## src/rtl/coffee_pkg.sv

```systemverilog
// Shared types and constants for the coffee dispenser: FSM state encoding,
// default stage lengths and the counter width used by timers and cup_count.
package coffee_pkg;

  localparam int CNT_W        = 16;
  localparam int HEAT_CYC_DEF = 20;
  localparam int BREW_CYC_DEF = 30;
  localparam int POUR_CYC_DEF = 10;

  typedef enum logic [2:0] {
    ST_IDLE  = 3'd0,
    ST_HEAT  = 3'd1,
    ST_BREW  = 3'd2,
    ST_POUR  = 3'd3,
    ST_DONE  = 3'd4,
    ST_ABORT = 3'd5
  } state_e;

endpackage

```

## src/rtl/coffee_dispenser_stage_timer.sv

```systemverilog
// Load/decrement down-counter shared by all dispenser stages; done is high
// during the last cycle of a loaded interval.
module stage_timer
  import coffee_pkg::*;
(
  input  logic             clk,
  input  logic             reset,
  input  logic             load,
  input  logic [CNT_W-1:0] load_val,
  output logic             done
);

  logic [CNT_W-1:0] count_q;
  logic [CNT_W-1:0] count_d;

  // Next count: reload wins, otherwise count down and park at zero.
  always_comb begin
    count_d = count_q;
    if (load) begin
      count_d = load_val;
    end else if (count_q != {CNT_W{1'b0}}) begin
      count_d = count_q - CNT_W'(1);
    end else begin
      count_d = count_q;
    end
  end

  // Counter register.
  always_ff @(posedge clk) begin
    if (reset) begin
      count_q <= {CNT_W{1'b0}};
    end else begin
      count_q <= count_d;
    end
  end

  assign done = (count_q == CNT_W'(1));

endmodule

```

## src/rtl/coffee_dispenser.sv

```systemverilog
// Coffee dispenser sequencer: IDLE -> HEAT -> BREW -> POUR -> DONE on a coffee_make
// rising edge. Define DISPENSER_CUP_CHECK_EN to abort on a missing cup.
module coffee_dispenser #(
  parameter int HEAT_CYC = coffee_pkg::HEAT_CYC_DEF,
  parameter int BREW_CYC = coffee_pkg::BREW_CYC_DEF,
  parameter int POUR_CYC = coffee_pkg::POUR_CYC_DEF
) (
  input  logic        clk,
  input  logic        reset,
  input  logic        coffee_make,
  input  logic        cup_present,
  output logic        coffee_out,
  output logic        busy,
  output logic        heater_on,
  output logic        pump_on,
  output logic        valve_on,
  output logic        fault,
  output logic [15:0] cup_count
);
  import coffee_pkg::*;

  state_e           state_q, state_d;
  logic             make_prev_q;
  logic             req;
  logic             cup_ok;
  logic             timer_load;
  logic [CNT_W-1:0] timer_val;
  logic             timer_done;
  logic             coffee_out_q, busy_q, heater_on_q, pump_on_q, valve_on_q;
  logic [CNT_W-1:0] cup_count_q, cup_count_d;

`ifdef DISPENSER_CUP_CHECK_EN
  logic fault_q, fault_d;
  assign cup_ok = cup_present;
`else
  logic unused_cup;
  assign unused_cup = cup_present;
  assign cup_ok     = 1'b1;
`endif

  assign req = coffee_make & ~make_prev_q & (state_q == ST_IDLE);

  // Next-state logic; a missing cup takes priority over stage completion.
  always_comb begin
    state_d = state_q;
    case (state_q)
      ST_IDLE: begin
        if (req) state_d = cup_ok ? ST_HEAT : ST_ABORT;
        else     state_d = ST_IDLE;
      end
      ST_HEAT: begin
        if (!cup_ok)         state_d = ST_ABORT;
        else if (timer_done) state_d = ST_BREW;
        else                 state_d = ST_HEAT;
      end
      ST_BREW: begin
        if (!cup_ok)         state_d = ST_ABORT;
        else if (timer_done) state_d = ST_POUR;
        else                 state_d = ST_BREW;
      end
      ST_POUR: begin
        if (!cup_ok)         state_d = ST_ABORT;
        else if (timer_done) state_d = ST_DONE;
        else                 state_d = ST_POUR;
      end
      ST_DONE:  state_d = ST_IDLE;
      ST_ABORT: state_d = ST_IDLE;
      default:  state_d = ST_IDLE;
    endcase
  end

  // Timer reloads on every state change so no partial count survives.
  always_comb begin
    timer_load = (state_d != state_q);
    case (state_d)
      ST_HEAT: timer_val = CNT_W'(HEAT_CYC);
      ST_BREW: timer_val = CNT_W'(BREW_CYC);
      ST_POUR: timer_val = CNT_W'(POUR_CYC);
      default: timer_val = {CNT_W{1'b0}};
    endcase
  end

  stage_timer u_timer (
    .clk      (clk),
    .reset    (reset),
    .load     (timer_load),
    .load_val (timer_val),
    .done     (timer_done)
  );

  // Saturating completed-dispense counter.
  always_comb begin
    cup_count_d = cup_count_q;
    if ((state_d == ST_DONE) && (cup_count_q != {CNT_W{1'b1}})) begin
      cup_count_d = cup_count_q + CNT_W'(1);
    end else begin
      cup_count_d = cup_count_q;
    end
  end

  // State, edge history and outputs registered from the next state.
  always_ff @(posedge clk) begin
    if (reset) begin
      state_q      <= ST_IDLE;
      make_prev_q  <= 1'b0;
      coffee_out_q <= 1'b0;
      busy_q       <= 1'b0;
      heater_on_q  <= 1'b0;
      pump_on_q    <= 1'b0;
      valve_on_q   <= 1'b0;
      cup_count_q  <= {CNT_W{1'b0}};
    end else begin
      state_q      <= state_d;
      make_prev_q  <= coffee_make;
      coffee_out_q <= (state_d == ST_DONE) || (state_d == ST_ABORT);
      busy_q       <= (state_d != ST_IDLE);
      heater_on_q  <= (state_d == ST_HEAT);
      pump_on_q    <= (state_d == ST_BREW);
      valve_on_q   <= (state_d == ST_POUR);
      cup_count_q  <= cup_count_d;
    end
  end

`ifdef DISPENSER_CUP_CHECK_EN
  // Sticky fault: set on abort, cleared when a request is accepted into HEAT.
  always_comb begin
    fault_d = fault_q;
    if (state_d == ST_ABORT) begin
      fault_d = 1'b1;
    end else if ((state_q == ST_IDLE) && (state_d == ST_HEAT)) begin
      fault_d = 1'b0;
    end else begin
      fault_d = fault_q;
    end
  end

  // Fault register.
  always_ff @(posedge clk) begin
    if (reset) fault_q <= 1'b0;
    else       fault_q <= fault_d;
  end

  assign fault = fault_q;
`else
  assign fault = 1'b0;
`endif

  assign coffee_out = coffee_out_q;
  assign busy       = busy_q;
  assign heater_on  = heater_on_q;
  assign pump_on    = pump_on_q;
  assign valve_on   = valve_on_q;
  assign cup_count  = cup_count_q;

endmodule

```

## config.mk

```make
export PLATFORM = sky130hd
export DESIGN_NAME = coffee_dispenser
export DESIGN_NICKNAME = d
export VERILOG_FILES = /design/src/rtl/coffee_pkg.sv /design/src/rtl/coffee_dispenser_stage_timer.sv /design/src/rtl/coffee_dispenser.sv
export SDC_FILE = /design/constraint.sdc
export NUM_CORES = 1
export LEC_CHECK = 0
export ABC_AREA = 0
export BUFFER_PORTS_ARGS = -buffer_cell sky130_fd_sc_hd__buf_4
export CORE_MARGIN = 3
export CORE_UTILIZATION = 54
export CTS_CLUSTER_SIZE = 12
export DETAILED_ROUTE_END_ITERATION = 16
export GPL_TIMING_DRIVEN = 0
export PLACE_DENSITY = 0.74
export SYNTH_ARGS = -nofsm -noshare
export SYNTH_HDL_FRONTEND = slang
export SYNTH_SLANG_ARGS = --single-unit
```

## constraint.sdc

```tcl
create_clock -name clk -period 7.5 [get_ports clk]
set_clock_uncertainty 0.1 [all_clocks]
set_input_delay 1.5 -clock clk [delete_from_list [all_inputs] [get_ports clk]]
set_output_delay 1.5 -clock clk [all_outputs]
set_load 0.01 [all_outputs]
```

==> results_dict.tcl <==
set metrics [dict create \
    reg2reg_slack_ns 4.72 \
    yosys-top-cells-count "dfxtp_1 (41), nor2_1 (27), a21oi_1 (24)" \
    track_usage 0.221 \
    syn-cell-area_um2 2020 \
    h-tree-depth 2 \
    fin_hold_ws_ns 0.410 \
    ctsLongestPathBuffers 2 \
    fillCellCount 336 \
    synth_edf_count 0 \
    path_cells "nor4_1 > nand4_1 > o21ai_0 > or2_2 > buf_2 > nor2_1" \
    timing_hold_violations_final 0 \
    crit_path_max_incr_delay_ns 0.66 \
    drtAntennaViolNets 0 \
    syn-num-nets 255 \
    finalNetCount 285 \
    grt_pass1_wl_um 7570 \
    end_kind "register" \
    post_synth_mux_area_share 0.0105 \
    synth_area_leaders "dfxtp_1 (41%), a21oi_1 (5.9%), nor2_1 (5.0%)" \
    startpoint_type "register" \
    report.final.slew_viol_count 0 \
    drt_iter0_drc 169 \
    path_max_fanout 10 \
    yosysTopAreaCell "dfxtp_1" \
    dieHeight_um 67.2 \
    post-route-drc-count 0 \
    ys_warn_count 0 \
    root_buffer "clkbuf_8" \
    drt-pass1-iter-count 4 \
    synth_ff_type "dfxtp_1" \
    whs_path_depth 2 \
    grt_pass1_vias 1625 \
    relSlewSlack 0.519 \
    cts_tree "yes" \
    synth.yosys.seq_area_share 0.406 \
    synth.most_common_cell "dfxtp_1" \
    routed_wl_um 4400 \
    powerDensity_nw_per_um2 325 \
    status "complete, no violations" \
    drive_gt1_frac 0.147 \
    period_share 0.371 \
    fp.dieW_um 67.2 \
    ys_seq_elements 41 \
    cts_buffers 5 \
    synth_top_family_by_area "simple AND/OR/NAND/NOR gates" \
    p_leak_nw 0.869 \
    layout_setup_ws_ns 4.72 \
    post_drt_wl_per_cell_um 13.6 \
    io-pin-count 26 \
    cts_sinks 41 \
    synthAdderAreaFrac 0.0186 \
    initial_core_util 0.582 \
    fin_crit_ns 2.78 \
    worst-r2r-cell-count 6 \
    worstPathRequired_ns 7.58 \
    syn_inst 248 \
    grt_overflow_total 0 \
    num_vias 1834 \
    finalSetupViolCount 0 \
    yosys.area.top_type_share 0.406 \
    syn_avg_cell_area_um2 8.14 \
    synth-simple-area-share 0.330 \
    core_um2 3470 \
    synthDistinctLibCells 41 \
    port_buffers 23 \
    synth_compound_area_frac 0.151 \
    cp_slowest_cell "nor4_1" \
    crit_arrival_ns 2.86 \
    cts_resized 0 \
    antenna_found_initial 0 \
    synth_xor_area_frac 0.0520 \
    hpwl_um 3160 \
    cts_setup_buffers 0 \
    finalNonFillerCells 324 \
    tns_ns 0 \
    clk_latency_ns 0.29 \
    cts_hold_buf 0 \
    pre_cts_ws_ns 4.43 \
    dp.cells 317 \
    synthArstFlopShare 0 \
    vias_per_cell 5.66 \
    grt_start_max_net_pins 12 \
    rows 21 \
    clkTransAtPathRegs_ns 0.07 \
    path_class "register to register" \
    timing.fmax_mhz 360 \
    rsz0062_at_grt "false" \
    worst_pin_slew_ns 0.714 \
    hold_class "register to register" \
    num_antenna_cells 0 \
    drv_cap 0 \
    peakVddDrop_mv 0.247 \
    area_delta_synth_final_pct 15.7 \
    place_congestion 0.823 \
    die-area_um2 4510 \
]
## path summary, 6_finish.rpt
path | start | endpoint
setup / recovery | u_timer.count_q[2] | u_timer.count_q[5]
hold / removal | cup_count[1] | cup_count[1]
setup reg to reg | u_timer.count_q[2] | u_timer.count_q[5]
hold reg to reg | cup_count[1] | cup_count[1]
## final cells by class
type | instances | area (um^2) | share of cell area
multi-input combinational | 193 | 1140 | 0.487
sequential | 41 | 821 | 0.351
timing repair buffer | 23 | 173 | 0.0739
clock buffer | 7 | 86.3 | 0.0370
tap | 46 | 57.6 | 0.0246
buffer | 11 | 48.8 | 0.0209
inverter | 3 | 11.3 | 0.00482
## report_power, final
part / total [W] / switching [W] / internal, W / leakage, nW
Combinational: 0.000321 / 0.000179 / 0.000141 / 0.491
Sequential: 0.000296 / 0.0000393 / 0.000257 / 0.334
Clock: 0.000143 / 0.0000698 / 0.0000730 / 0.0443
Total: 0.000760 / 0.000289 / 0.000471 / 0.869
## metrics by stage
stage	utilization	power (W)	cell area [um^2]
after floorplan	-	0.000555	2020
after global placement	0.649	0.000614	2250
after detailed placement	0.649	0.000618	2250
after CTS	0.674	0.000764	2340
after global routing	0.674	0.000829	2340
final	0.674	0.000760	2340
## kinds of logic after synthesis
logic type / Yosys count
flops: 41
simple gates: 122
other cells: 1
fa+ha+maj: 3
compound gates: 53
mux: 2
xor+xnor: 12
buf+inv: 14
## critical path, delay by kind of cell (launching register included)
kind	cells	cell delay [ns]
and+or+nand+nor	4	1.47
DFF	1	0.35
buffers and inverters	1	0.21
AOI/OAI and AO/OA	1	0.53
## cell usage in the layout (no fill, tap or decap), types with 2 or more instances in the layout
master	count
a211oi_1	2
a21o_1	2
a21oi_1	24
and2_1	5
and4_1	3
buf_2	3
buf_4	24
clkbuf_1	8
clkbuf_8	6
dfxtp_1	41
ha_1	3
inv_1	3
nand2_1	23
nand2b_1	3
nand3_1	2
nand3b_1	2
nand4_1	9
nand4b_1	2
nor2_1	27
nor2b_1	4
nor3_1	6
nor3b_1	3
nor4_1	7
o2111ai_1	2
o21a_1	2
o21ai_0	15
o31ai_1	2
or2_2	4
or3_1	13
or4_1	5
or4_4	2
xnor2_1	6
xor2_1	6
## metal layers
metal / track usage / up-vias / routed length [um]
met4: 0.0684 / 0 / 53
li1: - / 949 / -
met5: 0 / - / 0
met2: 0.340 / 47 / 1930
met1: 0.309 / 831 / 2190
met3: 0.0449 / 7 / 217
(Power assumes the default switching activity.)
